$ cat src/rtl/digit_box_overlay.sv
// digit_box_overlay: draws per-frame latched 1-pixel outlines around up to three digits on an RGB565 stream (2-cycle video delay; box_valid/digit_cnt/ovl_active report committed boxes)
module digit_box_overlay #(
  parameter int          H_PIXEL   = 320,
  parameter int          V_PIXEL   = 240,
  parameter logic [15:0] BOX_COLOR = 16'hF800
) (
  input  logic        clk,
  input  logic        rst,
  input  logic        ovl_en,
  input  logic        frame_vs_fall,
  input  logic [10:0] hcount_l1,
  input  logic [10:0] hcount_r1,
  input  logic [10:0] hcount_l2,
  input  logic [10:0] hcount_r2,
  input  logic [10:0] hcount_l3,
  input  logic [10:0] hcount_r3,
  input  logic [10:0] vcount_l1,
  input  logic [10:0] vcount_r1,
  input  logic [10:0] hcount,
  input  logic [10:0] vcount,
  input  logic        pix_de_i,
  input  logic        pix_hs_i,
  input  logic        pix_vs_i,
  input  logic [15:0] pix_data_i,
  output logic        pix_de_o,
  output logic        pix_hs_o,
  output logic        pix_vs_o,
  output logic [15:0] pix_data_o,
  output logic [2:0]  box_valid,
  output logic [1:0]  digit_cnt,
  output logic        ovl_active
);
  localparam logic [10:0] H_MAX = 11'(H_PIXEL - 1);
  localparam logic [10:0] V_MAX = 11'(V_PIXEL - 1);
  typedef enum logic {S_IDLE, S_DRAW} state_t;
  state_t r_state, w_next;
  logic w_commit, w_clear;
  logic [10:0] w_l [3];
  logic [10:0] w_r [3];
  logic [10:0] w_vt, w_vb;
  logic [2:0] w_valid, w_hit;
  logic [1:0] w_cnt;
  logic [10:0] r_l [3];
  logic [10:0] r_r [3];
  logic [10:0] r_vt, r_vb;
  logic [2:0] r_valid;
  logic [1:0] r_cnt;
  logic r_de1, r_hs1, r_vs1, r_de2, r_hs2, r_vs2;
  logic [15:0] r_data1, r_data2;
  logic [10:0] r_hc1, r_vc1;
  logic w_in_v, w_hedge;
  always_comb begin
    w_next   = frame_vs_fall ? (ovl_en ? S_DRAW : S_IDLE) : r_state;
    w_commit = frame_vs_fall && ovl_en;
    w_clear  = frame_vs_fall && !ovl_en;
  end
  always_ff @(posedge clk)
    if (rst) r_state <= S_IDLE;
    else r_state <= w_next;
  always_comb begin
    w_l[0] = hcount_l1[10] ? '0 : hcount_l1;
    w_l[1] = hcount_l2[10] ? '0 : hcount_l2;
    w_l[2] = hcount_l3[10] ? '0 : hcount_l3;
    w_r[0] = hcount_r1 > H_MAX ? H_MAX : hcount_r1;
    w_r[1] = hcount_r2 > H_MAX ? H_MAX : hcount_r2;
    w_r[2] = hcount_r3 > H_MAX ? H_MAX : hcount_r3;
    w_vt   = vcount_l1[10] ? '0 : vcount_l1;
    w_vb   = vcount_r1 > V_MAX ? V_MAX : vcount_r1;
    w_cnt  = 2'(w_valid[0]) + 2'(w_valid[1]) + 2'(w_valid[2]);
  end
  assign w_in_v  = r_vc1 >= r_vt && r_vc1 <= r_vb;
  assign w_hedge = r_vc1 == r_vt || r_vc1 == r_vb;
  for (genvar k = 0; k < 3; k++) begin : g_box
    assign w_valid[k] = w_l[k] < w_r[k] && w_vt < w_vb;
    assign w_hit[k] = r_valid[k] &&
      (((r_hc1 == r_l[k] || r_hc1 == r_r[k]) && w_in_v) ||
       (w_hedge && r_hc1 >= r_l[k] && r_hc1 <= r_r[k]));
  end
  always_ff @(posedge clk)
    if (rst) begin
      r_l     <= '{default: '0};
      r_r     <= '{default: '0};
      r_vt    <= '0;
      r_vb    <= '0;
      r_valid <= '0;
      r_cnt   <= '0;
    end else if (w_commit) begin
      r_l     <= w_l;
      r_r     <= w_r;
      r_vt    <= w_vt;
      r_vb    <= w_vb;
      r_valid <= w_valid;
      r_cnt   <= w_cnt;
    end else if (w_clear) begin
      r_valid <= '0;
      r_cnt   <= '0;
    end
  always_ff @(posedge clk)
    if (rst) begin
      {r_de1, r_hs1, r_vs1, r_data1, r_hc1, r_vc1} <= '0;
      {r_de2, r_hs2, r_vs2, r_data2} <= '0;
    end else begin
      {r_de1, r_hs1, r_vs1, r_data1} <= {pix_de_i, pix_hs_i, pix_vs_i, pix_data_i};
      {r_hc1, r_vc1} <= {hcount, vcount};
      {r_de2, r_hs2, r_vs2} <= {r_de1, r_hs1, r_vs1};
      r_data2 <= (r_state == S_DRAW && r_de1 && |w_hit) ? BOX_COLOR : r_data1;
    end
  assign {pix_de_o, pix_hs_o, pix_vs_o, pix_data_o} = {r_de2, r_hs2, r_vs2, r_data2};
  assign box_valid  = r_valid;
  assign digit_cnt  = r_cnt;
  assign ovl_active = r_state == S_DRAW;
endmodule
$ cat config.mk
export PLATFORM = sky130hd
export DESIGN_NAME = digit_box_overlay
export DESIGN_NICKNAME = d
export VERILOG_FILES = /design/src/rtl/digit_box_overlay.sv
export SDC_FILE = /design/constraint.sdc
export NUM_CORES = 1
export LEC_CHECK = 0
export ABC_AREA = 0
export BUFFER_PORTS_ARGS = -buffer_cell sky130_fd_sc_hd__buf_4
export CORE_MARGIN = 1.5
export CORE_UTILIZATION = 37
export CTS_CLUSTER_SIZE = 24
export DETAILED_ROUTE_END_ITERATION = 12
export PLACE_DENSITY_LB_ADDON = 0.12
export REMOVE_ABC_BUFFERS = 1
export SYNTH_ARGS = -nofsm -noshare
export SYNTH_HDL_FRONTEND = slang
export SYNTH_SLANG_ARGS = --single-unit
$ cat constraint.sdc
create_clock -name clk -period 3.67 [get_ports clk]
set_clock_uncertainty 0.1 [all_clocks]
set_input_delay 0 -clock clk [delete_from_list [all_inputs] [get_ports clk]]
set_output_delay 0 -clock clk [all_outputs]
set_load 0.005 [all_outputs]
# --- After elaboration in Yosys (flattened, before gate mapping) ---
# Index checks and enable logic that the tools add are counted.
classes:
  add_sub_neg: 2
  shift: 0
  magnitude_cmp: 16
  n_reduce_logical: 31
  div_mod_pow: 0
  muxes: 14
  mul: 0
  n_bitwise: 0
  n_eq_ne: 8
ops:
  columns: ["cell", "n"]
  rows:
  - ["== test 11 bit", 8]
  - [">= comparator 11 bit", 4]
  - ["<= comparator 11 bit", 4]
  - ["< comparator 10 x 11 -> 1 bit", 4]
  - ["2-to-1 mux 11 bit", 4]
  - ["2-to-1 mux 10 bit", 4]
  - ["> comparator 11 x 9 -> 1 bit, second input constant", 3]
  - ["logical AND 1 bit", 20]
  - ["2-to-1 mux 16 bit", 1]
  - ["> comparator 11 x 8 -> 1 bit, second input constant", 1]
  - ["logical OR 1 bit", 7]
  - ["2-to-1 mux 3 bit", 2]
  - ["2-to-1 mux 2 bit", 2]
  - ["OR reduction 3 bit", 1]
  - ["adder 1 x 1 -> 2 bit", 1]
  - ["adder 2 x 1 -> 2 bit", 1]
  - ["nonzero test 2 bit", 1]
  - ["OR reduction 2 bit", 1]
  - ["zero test 1 bit", 1]
  - ["2-to-1 mux 1 bit", 1]
word_totals:
  memories: 0
  latchBits: 0
  rom_bits: 0
  input_bits: 133
  out_inout_bits: 25
  reg_bits: 154
  ramBits: 0

# --- Longest topological paths before layout ---
depth:
  depth_word: 9
  ltp_mapped: 13
  mapped_depth_nobuf: 13

# --- Worst setup path before layout ---
# OpenSTA, ideal clock, no wires.
synth_timing:
  kind: "input port to flip-flop"
  from: "input port vcount_r1[9]"
  to: "register r_cnt[0] (netlist: digit_cnt[0])"
  arrival_time_ns: 2.658
  cell_stages: 13
  required_time_ns: 3.442
  setup_ns: 0.128
  path_slack_ns: 0.784
  path_buffers: 0
  cell_sequence: "or3_1 > or2_2 > nor2_1 > ha_1 > o21ai_0 > a21oi_1 > a221o_1 > nand3_1 > a21boi_1 > nor3_1 > fa_1 > a21oi_1 > nor2_1"
synth_via:
  elab_chain_len: 7
  elab_cells_between_ends: 9
  classes_between: "add/sub (2); order compare (2); mux (2); reduce/logical (3)"
synth_lines:
  columns: ["element", "line", "rtl"]
  rows:
  - ["from (decl)", "18", "input logic [10:0] vcount_r1,"]
  - ["> comparator 11 x 8 -> 1 bit", "68", "w_vb = vcount_r1 > V_MAX ? V_MAX : vcount_r1;"]
  - ["2-to-1 mux 11 bit (*)", "68", null]
  - ["< comparator 10 x 11 -> 1 bit (*)", "74", "assign w_valid[k] = w_l[k] < w_r[k] && w_vt < w_vb;"]
  - ["logical AND 1 bit", "74", null]
  - ["adder 1 x 1 -> 2 bit", "69", "w_cnt = 2'(w_valid[0]) + 2'(w_valid[1]) + 2'(w_valid[2]);"]
  - ["adder 2 x 1 -> 2 bit (*)", "69", null]
  - ["2-to-1 mux 2 bit (*)", "87", "end else if (w_commit) begin"]
  - ["to (signal assigned)", "93", "r_cnt <= w_cnt;"]
  - ["to (decl)", "47", "logic [1:0] r_cnt;"]
# Every way passes the cells marked *; elsewhere a longest branch is shown, timed or not.
# A chain may end at the register's enable or synchronous reset.

# --- Worst setup path after layout ---
layout_timing:
  from: "input port hcount_r2[6]"
  to: "register r_cnt[0] (netlist: digit_cnt[0])"
layout_via:
  elab_chain_len: 7
layout_lines:
  columns: ["element", "line", "rtl"]
  rows:
  - ["from (decl)", "14", "input logic [10:0] hcount_r2,"]
  - ["> comparator 11 x 9 -> 1 bit", "65", "w_r[1] = hcount_r2 > H_MAX ? H_MAX : hcount_r2;"]
  - ["2-to-1 mux 11 bit (*)", "65", null]
  - ["< comparator 10 x 11 -> 1 bit (*)", "74", null]
  - ["logical AND 1 bit (*)", "74", null]
  - ["adder 1 x 1 -> 2 bit (*)", "69", null]
  - ["adder 2 x 1 -> 2 bit (*)", "69", null]
  - ["2-to-1 mux 2 bit (*)", "87", null]
# Marked as above.

==> results.ini <==
[status]
status = finished, violations left
violations = DRC

[floorplan]
die_area_um2 = 23400
core_area_um2 = 21960
start_util_pct = 37.90
die_w_um = 153.0
io_pins = 158
fp-row-count = 54
die_y_um = 153.0

[cells_and_area]
layout.cells.non_filler = 1573
area_growth_syn_to_layout_pct = 41.93
nNetsFinal = 1534
drive_gt1_share_pct = 17.63
antenna_cells = 0

[synthesis]
postSynthCellCount = 986
yosysMostFrequentCell = dfxtp_1
synth-seq-area-share_pct = 36.08
synth.top_cell.area_share_pct = 36.08
async_reset_ff_share_pct = 0
ys.flop_type = dfxtp_1
synth_common_cells = dfxtp_1, ha_1, nand2_1
netlist_top_cells_area = dfxtp_1, ha_1, nor2b_1, nand2_1, a21oi_1
synthDistinctLibCells = 57
syn_area_um2 = 8323
synth_edf_count = 0
synth_area_leader_cell = dfxtp_1
syn_area_per_cell_um2 = 8.441
synth-warning-count = 0
ys_ff_latch = 150

[timing]
period_minus_slack_ns = 3.426
rsz0062_at_grt = false
finalHoldViolCount = 0
tns_ns = 0
worst_pin_slew_ns = 0.8973
setup_viol = 0
report.final.slew_viol_count = 0
max_freq_mhz = 291.9
post-route-period-util_pct = 93.34
maxSlewHeadroom_pct = 40.18

[clocking]
worstSkewPairLatency_ns = 0.42
cts_sinks = 150
path_clk_slew_ns = 0.07
cts_buffers = 17
cts_resized = 0
cts_htree_levels = 4
cts_max_path_buffers = 2
clock-root-buffer = clkbuf_16
cts_tree = done

[route]
drtIter0Drc = 229
vias = 7626
via_per_inst = 4.848
drc_errors = 10
postRouteAntennaNets = 0
drt_wl_total_mm = 22.62
firstDrtPassIters = 8
wl_per_cell_um = 14.38

[placed_design]
gp_congestion = 0.8687
dp_hpwl_mm = 16.17
port_buffers = 157
placed_cells_incl_taps = 1403

[hold_path]
min_path_type = in -> reg

[critical_path]
crit_chain = dlygate4sd3_1 > buf_4 > o21ai_0 > nand2_1 > nor2_1 > ha_1 > a21o_1 > a21o_1 > a2111oi_0 > o21ai_0 > nor3_1 > fa_1 > a21oi_1 > nor2_1
rrSetupSlack_ns = 0.77
cp.required_ns = 3.87
timing.rr.end = pix_data_o[10]
max_stage_delay_ns = 0.55
startpoint_type = primary input
worstPathArrival_ns = 3.63
crit_buf_inv = 2
crit_path_end_kind = flip-flop
cp_top_family = compound AO/OA/AOI/OAI gates
slowest_stage = dlygate4sd3_1
path_max_fanout = 5
crit_start = hcount_r2[6]
endpoint = digit_cnt[0]
path_depth = 14
rr_worst_depth = 8
path_class = in -> reg
timing.rr.start = r_hc1[8]

[global_routing]
grt_pass1_wl_mm = 36.91
grt_max_degree = 83
grt.overflow.total = 0
grt_pass1_vias = 7496
track_usage_pct = 19.77
antenna_found_initial = 0

[run]
maxCapViolations = 0

[power_and_ir_drop]
p_leak_nw = 4.989
ir_drop_uv = 225.0
total_power_w = 0.004272
power.density_nw_per_um2 = 361.7

[registers in the layout (all words and copies together), names as in the netlist, 2 cells and up]
name        count
box_valid       3
digit_cnt       2
pix_data_o     16
r_data1        16
r_hc1          11
r_l            30
r_r            33
r_vb           11
r_vc1          11
r_vt           10
[worst min-delay path by stage]
| stage | start | to | cells after the start |
|---|---|---|---|
| after floorplan | rst | pix_data_o[0] | 1 |
| after global placement | pix_hs_i | r_hs1 | 2 |
| after detailed placement | pix_vs_i | r_vs1 | 2 |
| after CTS | rst | r_hc1[5] | 2 |
| after global routing | rst | digit_cnt[1] | 2 |
| final | rst | r_r[28] | 2 |
[cell families (layout without fill, tap and decap cells)]
family | after synthesis | after routing | synth area share [%]
flops | 150 | 150 | 36.08
compound gates | 204 | 204 | 16.81
other cells | 1 | 5 | 0.04506
simple gates | 379 | 379 | 22.74
buf+inv | 131 | 434 | 6.043
fa+ha+maj | 121 | 121 | 18.28
[routing by layer]
layer,part of all wire (%),vias up,track usage (%)
li1,-,4001,-
met1,48,3484,25.20
met2,47,128,34.59
met3,3.4,13,3.856
met4,0.96,0,4.155
met5,0,-,0
[worst register-to-register path, stage by stage (launching register included)]
cell,delay [ns]
dfxtp_1,0.55
ha_1,0.34
nand4_1,0.18
a211oi_1,0.08
a2111o_1,0.43
a2111oi_0,0.59
a41o_1,0.16
buf_4,0.23
a2111oi_0,0.11
[per-stage QoR]
step                      instance area (um^2)  hold slack, ns  utilization (%)  worst slack [ns]
after floorplan                           8188        -0.03114                -            0.7266
after global placement                    9837          0.1111            44.80            0.4452
after detailed placement                  9837          0.1191            44.80            0.3933
after CTS                                11810        0.001281            53.79            0.3007
after global routing                     11810         0.03020            53.79           0.04200
final                                    11810        0.005634            53.79            0.2445
[cell usage in the layout, fill, tap and decap left out, drive strengths merged, types with 4 or more instances in the layout]
| master | n |
|---|---|
| a311oi | 5 |
| nor2 | 83 |
| buf | 170 |
| a21o | 13 |
| nand3b | 6 |
| o21ai | 26 |
| o211ai | 4 |
| nand4 | 18 |
| a211oi | 35 |
| nand4b | 4 |
| nand2b | 9 |
| clkbuf | 17 |
| a211o | 4 |
| nand3 | 13 |
| nand2 | 108 |
| a2111oi | 14 |
| conb | 5 |
| nor3 | 34 |
| a21oi | 81 |
| and4 | 4 |
| nor2b | 87 |
| ha | 120 |
| dfxtp | 150 |
| and2 | 5 |
| inv | 101 |
| dlygate4sd3 | 138 |
[report_power, final]
part           leakage [nW]  switching (W)  total (W)  internal (W)
registers              1.23      0.0000498    0.00175       0.00170
logic                  3.47       0.000351   0.000748      0.000398
clock network         0.284       0.000755    0.00177       0.00102
[layout make-up]
class | instances | area, um^2
Clock buffer | 17 | 425.4
Clock inverter | 15 | 168.9
Fill cell | 2068 | 10150
Inverter | 94 | 352.8
Multi-Input combinational cell | 709 | 4842
Sequential cell | 150 | 3003
Tap cell | 280 | 350.3
Timing Repair Buffer | 308 | 2670
[timing repair]
item                      in CTS  in global routing
hold buffers                 138                  0
hold endpoints to repair     122                  0
setup buffers                  0                  0
Note: power is estimated with default switching activity, not from simulation.
